## src/rtl/sprite_blitter.sv

```systemverilog
// CHIP-8 DXYN sprite blitter: fetch rows from RAM, XOR them with the framebuffer,
// write the results back to the GPU and report the VF collision flag.
//
// Ports:
//   clk, rst_n            clock, async active-low reset
//   start                 draw request, accepted only when idle
//   x_in, y_in, n_in      sprite origin column/row and height
//   i_addr                sprite base address (I)
//   mem_rd, mem_addr      RAM read port; mem_data returns a cycle later
//   fb_rd_y, fb_rd_row    framebuffer row read-back; row returns a cycle later
//   x_addr, y_addr        GPU row-write origin
//   sprite, we_stb        GPU row-write data and strobe
//   busy, done            draw in progress, one-cycle completion pulse
//   collision             VF, valid from done until the next accepted start
//
// Build option: SPRITE_WRAP_EN wraps rows and columns instead of clipping.
module sprite_blitter #(
  parameter int ADDR_W = 12
) (
  input  logic              clk,
  input  logic              rst_n,
  input  logic              start,
  input  logic [5:0]        x_in,
  input  logic [4:0]        y_in,
  input  logic [3:0]        n_in,
  input  logic [ADDR_W-1:0] i_addr,
  output logic              mem_rd,
  output logic [ADDR_W-1:0] mem_addr,
  input  logic [7:0]        mem_data,
  output logic [4:0]        fb_rd_y,
  input  logic [63:0]       fb_rd_row,
  output logic [5:0]        x_addr,
  output logic [4:0]        y_addr,
  output logic [7:0]        sprite,
  output logic              we_stb,
  output logic              busy,
  output logic              done,
  output logic              collision
);

`ifdef SPRITE_WRAP_EN
  typedef enum logic [2:0] {
    IDLE, FETCH, WAIT, WRITE, WRITE2, DONE
  } state_t;
`else
  typedef enum logic [2:0] {
    IDLE, FETCH, WAIT, WRITE, DONE
  } state_t;
`endif

  state_t state, state_d;

  logic [5:0]        x_q;
  logic [4:0]        y_q;
  logic [3:0]        n_q;
  logic [3:0]        r_q;
  logic [ADDR_W-1:0] i_q;

  logic [4:0] row_y;
  logic       last_row;
  logic       row_end;
  logic [7:0] pix;
  logic [7:0] row_bits;
  logic       hit;

  // Row wraps modulo 32 by width; only reachable without clipping in wrap mode.
  assign row_y    = y_q + {1'b0, r_q};
  assign last_row = ({1'b0, r_q} + 5'd1) == {1'b0, n_q};

  // MSB of the sprite byte is the leftmost pixel.
  always_comb begin
    pix = '0;
    for (int k = 0; k < 8; k++) begin
      pix[k] = mem_data[7-k];
    end
  end

  always_comb begin
    row_bits = '0;
    hit      = 1'b0;
    for (int k = 0; k < 8; k++) begin
      logic [6:0] col;
      col = {1'b0, x_q} + 7'(k);
      if (!col[6]) begin
        row_bits[k] = fb_rd_row[col[5:0]] ^ pix[k];
        hit = hit | (fb_rd_row[col[5:0]] & pix[k]);
      end
    end
  end

`ifdef SPRITE_WRAP_EN
  logic [7:0] wrap_bits;
  logic [7:0] spr2_q;
  logic       wrap_hit;
  logic       wrap_row;

  assign wrap_row = x_q > 6'd56;

  // Pixels that fell off the right edge land at columns 0.. of the same row.
  always_comb begin
    wrap_bits = '0;
    wrap_hit  = 1'b0;
    for (int j = 0; j < 8; j++) begin
      logic [6:0] src;
      src = 7'(j) + 7'd64 - {1'b0, x_q};
      if (src <= 7'd7) begin
        wrap_bits[j] = fb_rd_row[j] ^ pix[src[2:0]];
        wrap_hit = wrap_hit | (fb_rd_row[j] & pix[src[2:0]]);
      end else begin
        wrap_bits[j] = fb_rd_row[j];
      end
    end
  end

  assign row_end = (state == WRITE && !wrap_row) ||
                   (state == WRITE2);
`else
  logic bot_clip;

  assign bot_clip = ({1'b0, y_q} + {2'b0, r_q} + 6'd1) > 6'd31;
  assign row_end  = (state == WRITE);
`endif

  always_comb begin
    state_d = state;
    unique case (state)
      IDLE: begin
        if (start) begin
          state_d = (n_in == 4'd0) ? DONE : FETCH;
        end
      end
      FETCH: state_d = WAIT;
      WAIT:  state_d = WRITE;
`ifdef SPRITE_WRAP_EN
      WRITE: begin
        if (wrap_row)      state_d = WRITE2;
        else if (last_row) state_d = DONE;
        else               state_d = FETCH;
      end
      WRITE2: state_d = last_row ? DONE : FETCH;
`else
      WRITE: state_d = (last_row || bot_clip) ? DONE : FETCH;
`endif
      DONE:    state_d = IDLE;
      default: state_d = IDLE;
    endcase
  end

  always_ff @(posedge clk or negedge rst_n) begin
    if (!rst_n) begin
      state     <= IDLE;
      x_q       <= '0;
      y_q       <= '0;
      n_q       <= '0;
      r_q       <= '0;
      i_q       <= '0;
      x_addr    <= '0;
      y_addr    <= '0;
      sprite    <= '0;
      collision <= 1'b0;
`ifdef SPRITE_WRAP_EN
      spr2_q    <= '0;
`endif
    end else begin
      state <= state_d;
      if (state == IDLE && start) begin
        x_q       <= x_in;
        y_q       <= y_in;
        n_q       <= n_in;
        i_q       <= i_addr;
        r_q       <= '0;
        collision <= 1'b0;
      end
      if (state == WAIT) begin
        sprite <= row_bits;
        x_addr <= x_q;
        y_addr <= row_y;
`ifdef SPRITE_WRAP_EN
        spr2_q    <= wrap_bits;
        collision <= collision | hit | wrap_hit;
`else
        collision <= collision | hit;
`endif
      end
`ifdef SPRITE_WRAP_EN
      if (state == WRITE && wrap_row) begin
        sprite <= spr2_q;
        x_addr <= '0;
      end
`endif
      if (row_end) begin
        r_q <= r_q + 4'd1;
      end
    end
  end

  assign mem_rd   = (state == FETCH);
  assign mem_addr = (state == FETCH) ? i_q + ADDR_W'(r_q) : '0;
  assign fb_rd_y  = (state == FETCH) ? row_y : '0;
  assign done     = (state == DONE);
`ifdef SPRITE_WRAP_EN
  assign we_stb = (state == WRITE) || (state == WRITE2);
  assign busy   = (state == FETCH) || (state == WAIT) ||
                  (state == WRITE) || (state == WRITE2);
`else
  assign we_stb = (state == WRITE);
  assign busy   = (state == FETCH) || (state == WAIT) ||
                  (state == WRITE);
`endif

endmodule

```

## config.mk

```make
export PLATFORM = sky130hd
export DESIGN_NAME = sprite_blitter
export DESIGN_NICKNAME = d
export VERILOG_FILES = /design/src/rtl/sprite_blitter.sv
export SDC_FILE = /design/constraint.sdc
export NUM_CORES = 1
export LEC_CHECK = 0
export ABC_AREA = 1
export BUFFER_PORTS_ARGS = -buffer_cell sky130_fd_sc_hd__clkbuf_2
export CAP_MARGIN = 20
export CELL_PAD_IN_SITES_DETAIL_PLACEMENT = 0
export CELL_PAD_IN_SITES_GLOBAL_PLACEMENT = 1
export CORE_MARGIN = 2
export CORE_UTILIZATION = 34
export CTS_BUF_LIST = sky130_fd_sc_hd__clkbuf_16
export CTS_CLUSTER_DIAMETER = 30
export DETAILED_ROUTE_END_ITERATION = 8
export GPL_TIMING_DRIVEN = 0
export PLACE_DENSITY = 0.81
export SYNTH_ARGS = -nofsm -noshare
export SYNTH_HDL_FRONTEND = slang
export SYNTH_SLANG_ARGS = --single-unit
```

## constraint.sdc

```tcl
create_clock -name clk -period 2.5 [get_ports clk]
set_input_delay 0.125 -clock clk [delete_from_list [all_inputs] [get_ports clk]]
set_output_delay 0.125 -clock clk [all_outputs]
set_load 0.1 [all_outputs]
```

==> results.toml, run 1 <==
[outcome]
status = "finished with violations"
violations = "negative setup slack"

[yosys]
synth_fp_nets = 1140
synthTopCellsByArea = "nand3_1 27%, dfrtp_1 22%, nand2_1 18%"
synth_seq_cells = 54
synth_warnings = 0
synth.top_cell.area_share = 0.269
syn_avg_cell_area_sq_um = 6.11
netlist_area_sq_mm = 0.00616
yosysSeqAreaShare = 0.219
netlist_instances = 1009
ys_types = 32
synth_area_leader_cell = "nand3_1"

[timing]
fin_skew_ns = 0.00996
relSlewSlack = 0.488
timing.final.crit_period_ns = 2.64
rsz0062_at_grt = "yes"
clock.fmax_mhz = 379
tightest_slew_ns = 0.767
finalSetupViolations = 4
fin_crit_sh = 1.06
slew_viol_final = 0
tns_ns = -0.368
hold_violations = 0
post-route-worst-setup-slack_ns = -0.138

[worst_setup_path]
r2r_slack_ns = -0.14
crit_fanout = 7
cp-end-kind = "flop"
cp.required_ns = 2.66
path_class = "flop to flop"
r2r-end = "collision"
crit-reg2reg-launch = "x_q[1]"
reg2reg_depth = 18
cp_data_arrival_time_ns = 2.80
critPathLaunchType = "flop"

[die]
die_h_um = 139
die-area_sq_mm = 0.0192
initial_core_util = 0.344
coreArea_sq_mm = 0.0179
io-pin-count = 143
rows = 49
die_x_um = 139

[worst_hold_path]
hold_depth = 2
min_to = "i_q[0]"
min_path_type = "primary input to flop"
holdCritStartpoint = "i_addr[0]"

[finish]
nets = 1312
area_delta_synth_final_pct = 40.5
antenna_cells = 0
drive_above_1_share = 0.323

[clock_network]
ctsHtreeMaxLevel = 2
clock_sinks = 54
clockBufferDepth = 2
clkTransAtPathRegs_ns = 0.07
cts_tree = "built"
numCtsBuffers = 5
clock_latency_ns = 0.30
cts_root_buffer = "clkbuf_16"

[placement]
place_congestion = 0.992
numPortBuffers = 142
dp_hpwl_um = 23100

[global_route]
grt_max_degree = 30
grt.total_usage = 0.289
grt_pass1_wl_um = 43300
overflow = 0
grt_antenna_before_repair = 0
grt_pass1_vias = 7583

[detailed_routing]
via_per_inst = 5.58
detailroute.via_count = 7871
wl_per_cell_um = 20.4
drc = 0
detail_route.iter0.violations = 941
drt_wl_total_um = 28800
first_pass_iters = 6
drtAntennaViolNets = 0

[run]
max_cap_viol_count = 0
==> routing by layer <==
layer	global-route usage	vias to the layer above	routed length, um
met5	0	-	0
met3	0.0439	78	2120
met1	0.400	3707	12500
met2	0.451	351	12700
li1	-	3735	-
met4	0.124	0	1430
==> cells by family (layout without fill, tap and decap cells) <==
family / Yosys count / in the layout / synth area share
AO/OA/AOI/OAI: 72 / 72 / 0.0603
XOR/XNOR: 24 / 24 / 0.0365
adder cells (fa/ha/maj): 29 / 29 / 0.0613
buffers and inverters: 120 / 292 / 0.0946
flip-flops: 54 / 54 / 0.219
multiplexers: 14 / 14 / 0.0256
AND/OR/NAND/NOR: 696 / 696 / 0.503
==> repair_timing <==
item,in CTS,in global routing
resized for setup,118,91
hold buffers,1,0
gates cloned,3,2
endpoints found under the setup margin,16,15
pin swaps,13,32
buffers inserted,15,3
hold endpoints to repair,28,0
==> metrics by stage <==
| step | setup slack (ns) | std cells | instance area, sq um | hold slack (ns) | utilization |
|---|---|---|---|---|---|
| final | -0.138 | 1410 | 8660 | 0.0556 | 0.484 |
| after global routing | -0.244 | 1410 | 8660 | 0.0552 | 0.484 |
| after CTS | -0.0926 | 1406 | 8260 | 0.0540 | 0.462 |
| after detailed placement | -0.688 | 1381 | 7350 | 0.227 | 0.411 |
| after global placement | -0.672 | 1380 | 7330 | 0.358 | 0.410 |
| after floorplan | 0.00134 | 1009 | 6330 | -0.171 | - |
==> synth_stat cells (all sizes together) <==
cell type,number
dfrtp,54
nand3b,5
xnor2,4
nor3,4
clkbuf,12
or2,1
fa,2
o22ai,2
ha,27
nand4,6
nand3,331
a21oi,23
o21ai,43
nand2,307
buf,40
inv,68
mux2,14
a41oi,1
o21a,1
nor2,42
a31oi,2
xor2,20
==> critical path: stages (launching register included) <==
cell,delay (ns)
dfrtp_1,0.36
buf_6,0.12
inv_4,0.03
buf_8,0.11
buf_12,0.12
ha_4,0.24
buf_12,0.15
inv_12,0.08
buf_8,0.14
nand3_1,0.18
nand3_1,0.17
nand3_2,0.09
nand3_1,0.08
nand3_1,0.06
nand2_1,0.07
inv_1,0.04
ha_1,0.18
a21oi_2,0.16
a41oi_2,0.10
==> worst max-delay path by stage <==
| stage | startpoint | to | slack, ns | depth (start not counted) |
|---|---|---|---|---|
| after global routing | x_q[1] | collision | -0.24 | 18 |
| final | x_q[1] | collision | -0.14 | 18 |
| after global placement | x_q[2] | collision | -0.67 | 17 |
| after detailed placement | x_q[2] | collision | -0.69 | 17 |
| after floorplan | x_q[1] | collision | 0.001 | 20 |
| after CTS | x_q[1] | collision | -0.09 | 20 |
==> sequential cells by signal, indices dropped and copies added (netlist names), 4 cells and up <==
name    cells
x_addr      6
r_q         4
x_q         6
i_q        12
y_q         5
sprite      8
n_q         4
y_addr      5
==> final cells by class <==
type / instances / area, sq um
clock buffers: 5 / 125
plain buffers: 51 / 478
clock inverters: 2 / 38.8
fillers: 1906 / 9240
inverters: 68 / 280
multi-input cells: 835 / 5050
flip-flops and latches: 54 / 1350
well taps: 229 / 287
repair buffers: 166 / 1040
==> layout by cell type, fill, tap and decap left out, types with 4 or more instances in the layout <==
cell,n
a21oi_1,18
buf_12,5
buf_2,15
buf_4,21
buf_6,14
buf_8,6
clkbuf_1,6
clkbuf_16,8
clkbuf_2,134
clkbuf_4,5
clkbuf_8,5
dfrtp_1,52
ha_1,23
inv_1,56
inv_2,7
mux2_2,14
nand2_1,289
nand2_2,12
nand2_4,6
nand3_1,253
nand3_2,68
nand3_4,10
nand3b_1,5
nand4_1,6
nor2_1,28
nor2_4,12
o21ai_0,32
o21ai_1,10
xnor2_1,4
xor2_1,12
xor2_4,5
Power of run 1 is left out: the tool's default activity adds up to more than one toggle a clock period on the data nets, which glitch-free logic cannot reach.
==> run 2: changes to the inputs <==
- REMOVE_ABC_BUFFERS: default -> 1
==> results.toml, run 2 (synthesis gave the netlist of run 1 again) <==
[outcome]
status = "finished with violations"
violations = "negative setup slack"

[global_route]
grt_pass1_vias = 6847
grt_pass1_wl_um = 37300
grt.total_usage = 0.242
grt_max_degree = 43
overflow = 0
grt_antenna_before_repair = 1

[clock_network]
clockBufferDepth = 2
clock_latency_ns = 0.29
numCtsBuffers = 5
cts_tree = "built"
ctsHtreeMaxLevel = 2
cts_root_buffer = "clkbuf_16"
clock_sinks = 54
clkTransAtPathRegs_ns = 0.07

[finish]
reg_top3 = "i_q (12), sprite (8)"
antenna_cells = 0
drive_above_1_share = 0.254
largest_reg_flops = 12
area_delta_synth_final_pct = 29.6
fin_cells = 1391
nets = 1292
layout_common_cells = "314 x nand3_1, 292 x nand2_1, 134 x clkbuf_2, 57 x inv_1, 48 x dfrtp_1"
final_common_cell = "nand3_1"
top_register = "i_q"
final_area_sq_mm = 0.00799

[timing]
fin_crit_sh = 1.01
post-route-worst-setup-slack_ns = -0.0149
slew_viol_final = 0
timing.final.crit_period_ns = 2.51
relSlewSlack = 0.431
tns_ns = -0.0149
hold_violations = 0
tightest_slew_ns = 0.851
rsz0062_at_grt = "yes"
fin_skew_ns = 0.0105
clock.fmax_mhz = 398
finalSetupViolations = 1

[worst_setup_path]
crit_fanout = 6
cp_data_arrival_time_ns = 2.67
path_class = "flop to flop"
cp.required_ns = 2.66
cp-end-kind = "flop"
critPathLaunchType = "flop"

[detailed_routing]
wl_per_cell_um = 17.6
drc = 0
detail_route.iter0.violations = 711
drt_wl_total_um = 24500
first_pass_iters = 6
detailroute.via_count = 7612
drtAntennaViolNets = 0
via_per_inst = 5.47

[placement]
place_congestion = 0.946
numPortBuffers = 142
dp_cells = 1331
placed_cell_area_sq_mm = 0.00691
dp_hpwl_um = 16500

[die]
die-area_sq_mm = 0.0192
initial_core_util = 0.344
rows = 49
coreArea_sq_mm = 0.0179
die_x_um = 139
io-pin-count = 143
die_h_um = 139

[run]
max_cap_viol_count = 0

[worst_hold_path]
min_path_type = "primary input to flop"
run 2: cell types whose count changed in the layout (fill, tap and decap cells not counted), sizes merged:
cell,previous run,this run
buf,63,49
bufbuf,0,2
bufinv,1,0
clkbuf,158,144
clkinvlp,0,3
inv,68,73
run 2: final cells by class:
| type | count | area (sq um) |
|---|---|---|
| fillers | 1908 | 9910 |
| multi-input cells | 835 | 4540 |
| flip-flops and latches | 54 | 1370 |
| repair buffers | 191 | 1290 |
| inverters | 68 | 318 |
| well taps | 229 | 287 |
| clock buffers | 5 | 125 |
| repair inverters | 6 | 53.8 |
| clock inverters | 3 | 17.5 |
run 2: stage by stage:
step	utilization	setup WS (ns)	hold WS, ns
3_5_place_dp	0.386	-2.48	0.126
2_1_floorplan	-	-2.12	-0.171
4_1_cts	0.428	-0.0245	0.0546
6_report	0.446	-0.0149	0.0569
3_3_place_gp	0.382	-3.75	0.358
5_1_grt	0.446	-0.115	0.0675
run 2: what timing repair did:
action,CTS,global route
endpoints found under the setup margin,15,22
hold buffers,1,0
hold endpoints to repair,18,0
resized for setup,62,59
buffers inserted,30,12
gates cloned,7,1
pin swaps,5,13
run 2: layer usage:
layer / vias to the layer above / track usage / wire [um]
li1: 3707 / - / -
met5: - / 0 / 13
met4: 2 / 0.0558 / 611
met1: 3493 / 0.341 / 10600
met2: 354 / 0.390 / 11100
met3: 56 / 0.0394 / 2150
run 2: worst paths after layout:
| path | startpoint | end | slack [ns] | cells after the start |
|---|---|---|---|---|
| worst max-delay path | x_q[1] | collision | -0.01 | 15 |
| worst min-delay path | y_in[3] | y_q[3] | 0.06 | 2 |
| worst max register to register | x_q[1] | collision | -0.01 | 15 |
| worst min register to register | sprite[6] | sprite[6] | 0.48 | 2 |
| max in group asynchronous | rst_n | x_q[1] | 1.57 | 3 |
| min in group asynchronous | rst_n | i_q[11] | 0.35 | 2 |
run 2: worst max-delay path: stages (launching register included):
cell and delay [ns]:
dfrtp_4 0.57, buf_16 0.17, ha_2 0.18, nand2_2 0.08, nand2_4 0.08, xor2_4 0.28
nand3_2 0.17, nand3_2 0.11, nand3_2 0.08, nand2_2 0.11, inv_2 0.04, ha_2 0.15
nand2_1 0.05, nand2_1 0.07, a21oi_2 0.12, a41oi_2 0.11
Power of run 2 is left out for the same reason.
